==> src/rtl/wrr_burst_scheduler.sv <==
// Weighted round-robin scheduler for a shared burst resource. A grant is held
// for a whole multi-beat burst; credits reload when no requester is eligible.
module wrr_burst_scheduler #(
  parameter int unsigned NUM_REQ     = 4,
  parameter int unsigned WGT_W       = 4,
  parameter int unsigned INIT_WEIGHT = 3
) (
  input  logic                       clk,
  input  logic                       rst_b,
  input  logic [NUM_REQ-1:0]         req,
  input  logic [NUM_REQ-1:0]         last,
  input  logic                       beat_ack,
  input  logic                       cfg_we,
  input  logic [$clog2(NUM_REQ)-1:0] cfg_idx,
  input  logic [WGT_W-1:0]           cfg_wgt,
  output logic [NUM_REQ-1:0]         gnt,
  output logic [$clog2(NUM_REQ)-1:0] gnt_id,
  output logic                       busy,
  output logic                       round_done
);

  localparam int unsigned IW  = $clog2(NUM_REQ);
  localparam int unsigned IW1 = IW + 1;

  typedef enum logic {S_IDLE, S_HOLD} state_t;

  state_t             state, state_nxt;
  logic [NUM_REQ-1:0] gnt_nxt;
  logic [IW-1:0]      gnt_id_nxt;
  logic               busy_nxt;
  logic               round_done_nxt;
  logic [IW-1:0]      ptr, ptr_nxt, ptr_eff, winner;
  logic [WGT_W-1:0]   weight     [NUM_REQ];
  logic [WGT_W-1:0]   credit     [NUM_REQ];
  logic [WGT_W-1:0]   credit_eff [NUM_REQ];
  logic [WGT_W-1:0]   credit_nxt [NUM_REQ];
  logic [NUM_REQ-1:0] active;
  logic [NUM_REQ-1:0] elig;
  logic               end_burst;
  logic               arb;
  logic               found;
  logic [IW1-1:0]     scan_idx;

  // Burst end (last beat or abort) and the credit/pointer view arbitration sees
  always_comb begin
    end_burst  = (state == S_HOLD) && ((beat_ack && last[gnt_id]) || !req[gnt_id]);
    arb        = (state == S_IDLE) || end_burst;
    ptr_eff    = ptr;
    credit_eff = credit;
    if (end_burst) begin
      ptr_eff = (gnt_id == IW'(NUM_REQ - 1)) ? '0 : gnt_id + IW'(1);
      if (credit[gnt_id] != '0) begin
        credit_eff[gnt_id] = credit[gnt_id] - WGT_W'(1);
      end
    end
    for (int i = 0; i < NUM_REQ; i++) begin
      active[i] = req[i] && (weight[i] != '0);
      elig[i]   = active[i] && (credit_eff[i] != '0);
    end
    found    = 1'b0;
    winner   = '0;
    scan_idx = '0;
    for (int k = 0; k < NUM_REQ; k++) begin
      scan_idx = {1'b0, ptr_eff} + IW1'(k);
      if (scan_idx >= IW1'(NUM_REQ)) begin
        scan_idx = scan_idx - IW1'(NUM_REQ);
      end
      if (!found && elig[scan_idx[IW-1:0]]) begin
        found  = 1'b1;
        winner = scan_idx[IW-1:0];
      end
    end
  end

  // Next-state and registered-output decode
  always_comb begin
    state_nxt      = state;
    gnt_nxt        = gnt;
    gnt_id_nxt     = gnt_id;
    busy_nxt       = busy;
    round_done_nxt = 1'b0;
    ptr_nxt        = ptr;
    credit_nxt     = credit;
    if (arb) begin
      ptr_nxt    = ptr_eff;
      credit_nxt = credit_eff;
      if (found) begin
        state_nxt  = S_HOLD;
        gnt_nxt    = NUM_REQ'(1) << winner;
        gnt_id_nxt = winner;
        busy_nxt   = 1'b1;
      end else begin
        state_nxt = S_IDLE;
        gnt_nxt   = '0;
        busy_nxt  = 1'b0;
        // Reload only if someone enabled is waiting; avoids a reload livelock
        if (|active) begin
          credit_nxt     = weight;
          round_done_nxt = 1'b1;
        end
      end
    end
  end

  always_ff @(posedge clk or negedge rst_b) begin
    if (!rst_b) begin
      state      <= S_IDLE;
      gnt        <= '0;
      gnt_id     <= '0;
      busy       <= 1'b0;
      round_done <= 1'b0;
      ptr        <= '0;
      for (int i = 0; i < NUM_REQ; i++) begin
        weight[i] <= WGT_W'(INIT_WEIGHT);
        credit[i] <= WGT_W'(INIT_WEIGHT);
      end
    end else begin
      state      <= state_nxt;
      gnt        <= gnt_nxt;
      gnt_id     <= gnt_id_nxt;
      busy       <= busy_nxt;
      round_done <= round_done_nxt;
      ptr        <= ptr_nxt;
      credit     <= credit_nxt;
      if (cfg_we && ({1'b0, cfg_idx} < IW1'(NUM_REQ))) begin
        weight[cfg_idx] <= cfg_wgt;
      end
    end
  end

endmodule

==> config.mk <==
export PLATFORM = sky130hd
export DESIGN_NAME = wrr_burst_scheduler
export DESIGN_NICKNAME = d
export VERILOG_FILES = /design/src/rtl/wrr_burst_scheduler.sv
export SDC_FILE = /design/constraint.sdc
export NUM_CORES = 1
export LEC_CHECK = 0
export CAP_MARGIN = 5
export CORE_MARGIN = 2
export CORE_UTILIZATION = 45
export DETAILED_ROUTE_END_ITERATION = 16
export PLACE_DENSITY_LB_ADDON = 0.1
export SLEW_MARGIN = 20
export SYNTH_ARGS = -nofsm -noshare
export SYNTH_HDL_FRONTEND = slang
export SYNTH_SLANG_ARGS = --single-unit
==> constraint.sdc <==
create_clock -name clk -period 3.6 [get_ports clk]
set_input_delay 0.36 -clock clk [delete_from_list [all_inputs] [get_ports clk]]
set_output_delay 0.36 -clock clk [all_outputs]
set_load 0.1 [all_outputs]
==> results.txt <==
status - complete, no violations
arrival time worst endpoint - 3.57 ns
Post-Synth Adder-Cell Area - 2.473%
layout cell share with drive strength beyond 1 - 30.38%
post-synthesis sequential area ratio - 42.33%
Rows - 27
Tmin final - 3.418 ns
final clock skew - 0.009577 ns
Num CTS Buffers - 5
P per Cell Area - 1029 nW/µm²
Yosys reg bits - 42
overall power - 3.156 mW
CTS HTree Levels - 2
Area after DPL - 2914 µm²
Post-synth EDFFs - 0
die width - 78.98 µm
gp weighted congestion - 0.9364
1st-iter DRT viols - 172
largest family of logic cells by synthesized area - compound AO/OA/AOI/OAI gates
Top Family by Delay on Critical Path - simple AND/OR/NAND/NOR gates
number of nets in the layout - 282
first-pass GRT wire length - 11.01 mm
crit path kind - reg -> reg
largest net degree at the start of global routing - 43
first-pass iteration count of the detailed router - 8
CTS max path bufs - 2
Max Transition Viols Final - 0
met1 WL - 3.178 mm
placed insts - 322
Post-Synth XOR/XNOR Area - 1.335%
Cells after Synth - 223
share of flip-flops with an asynchronous set or reset - 100.0%
worst-path cell chain - mux4_2 > inv_1 > ha_1 > xnor2_2 > and3_2 > a41oi_1 > nor2b_1 > nor4_4 > buf_12 > o21ai_0 > a222oi_1
Final setup viols - 0
critical path's slowest cell - mux4_2
WL met2 - 3.195 mm
R2R depth - 11
Worst setup SP type - register
final std cells w/o fill - 332
most frequent cells in the layout - dfrtp_1, clkdlybuf4s50_1, nand2_1
CTS tree - built
Slew headroom - 35.21%
final worst path period share - 94.96%
Crit Path Max Fanout - 20
synthesis-to-finish area growth - 21.22%
fin util - 56.04%
Worst-Margin Slew - 0.9719 ns
Main synth FF type - dfrtp_1
Initial Utilization - 46.23%
Global Route Usage Sum - 23.02%
average routed wire per standard cell - 20.52 µm
Synthesis Warnings - 0
multiplexer share of the synthesized area - 16.42%
Syn Area/Cell - 11.34 µm²
worst-skew pair later-pin latency - 0.30 ns
slowest stage delay, CP - 0.53 ns
Achievable Freq - 292.5 MHz
routed wl met3 - 277 µm
die height - 78.98 µm
HP Class - in -> async
Max-Cap Viols - 0
Setup TNS Final - 0 ns
IO Count - 26
LEAKAGE - 1.268 nW
critical path depth - 11
worst slack, placed - -0.01579 ns
max layer used - met4
vias in the first global route - 2091
Crit. End Element - register
total core area - 5473 µm²
VDD IR max - 0.5423 mV
DP Wirelength - 5.123 mm
post-layout instance area - 3067 µm²
vias post-DR - 2058
Buf/Inv on CP - 2
initial antenna violation count - 0
Root Buffer - clkbuf_8
final setup margin - 0.1816 ns
Antenna Nets Post-Route - 0
Synth Area in Simple Gates - 14.74%
synth unique cells - 53
Net Count, Synth - 246
Antenna diodes - 0
CTS clk-pin slew, worst paths - 0.09 ns
I/O Buffers - 25
DR DRC count - 0
RSZ-0062 raised after global routing - no
Worst Path Required - 3.76 ns
Post-Route WL - 6.811 mm
clock sinks - 42
Die ar. - 6238 µm²
Fin. Hold Viols - 0
Synth Area in Compound Gates - 18.69%
Synth Cell Area - 2530 µm²
total congestion overflow - 0
hold_ws - 0.2128 ns
drt via density - 6.199
[per-layer routing]
layer,up-vias,track usage (%)
li1,928,-
met1,1044,32.89
met2,70,35.59
met3,16,3.636
met4,0,8.103
met5,-,0
[cells by family (layout without fill, tap and decap cells)]
logic type,count (synthesis),after routing
simple gates,63,63
compound gates,55,55
flops,42,42
mux,32,32
buf+inv,23,60
fa+ha+maj,5,5
xor+xnor,3,3
[worst paths after layout]
path	slack, ns	to	start
max	0.18	credit[2]	gnt_id[0]
min	0.21	ptr[0]	rst_b
max reg2reg	0.18	credit[2]	gnt_id[0]
min reg2reg	0.50	gnt[1]	gnt[1]
max in group asynchronous	2.72	gnt_id[0]	rst_b
min in group clk	0.50	gnt[1]	gnt[1]
[where the power goes]
| group | leakage [nW] | internal [mW] | total [mW] | switching, mW |
|---|---|---|---|---|
| registers | 0.479 | 0.699 | 0.870 | 0.172 |
| logic | 0.723 | 0.751 | 1.86 | 1.10 |
| clock network | 0.0665 | 0.250 | 0.430 | 0.180 |
[synth_stat cells, drive strengths merged (6+ instances only)]
cell type	n	area (µm²)
nor2	7	26.28
mux2i	10	100.1
a2bb2oi	8	70.07
nor3	12	80.08
and3	6	38.79
inv	14	52.55
mux4	6	135.1
mux2	16	180.2
dfrtp	26	650.6
nand2	18	67.56
dfstp	16	420.4
[cell type report]
type	instances	area (µm²)
clock buffer	6	93.84
clock inverter	2	38.79
fill	496	2406
inverter	14	52.55
multi-input combinational	158	1363
sequential	42	1074
tap	72	90.09
timing repair buffer	38	355.3
[repair_timing]
item	4_1_cts	5_1_grt
resized for setup	0	1
hold buffers	0	0
buffers inserted	0	2
endpoints found under the setup margin	0	6
[registers in the layout, summed over array words and instances, names as in the netlist]
name        flops
gnt             4
gnt_id          2
credit         16
ptr             2
round_done      1
weight         16
state           1
No activity file was read; power rests on OpenSTA's default activity.
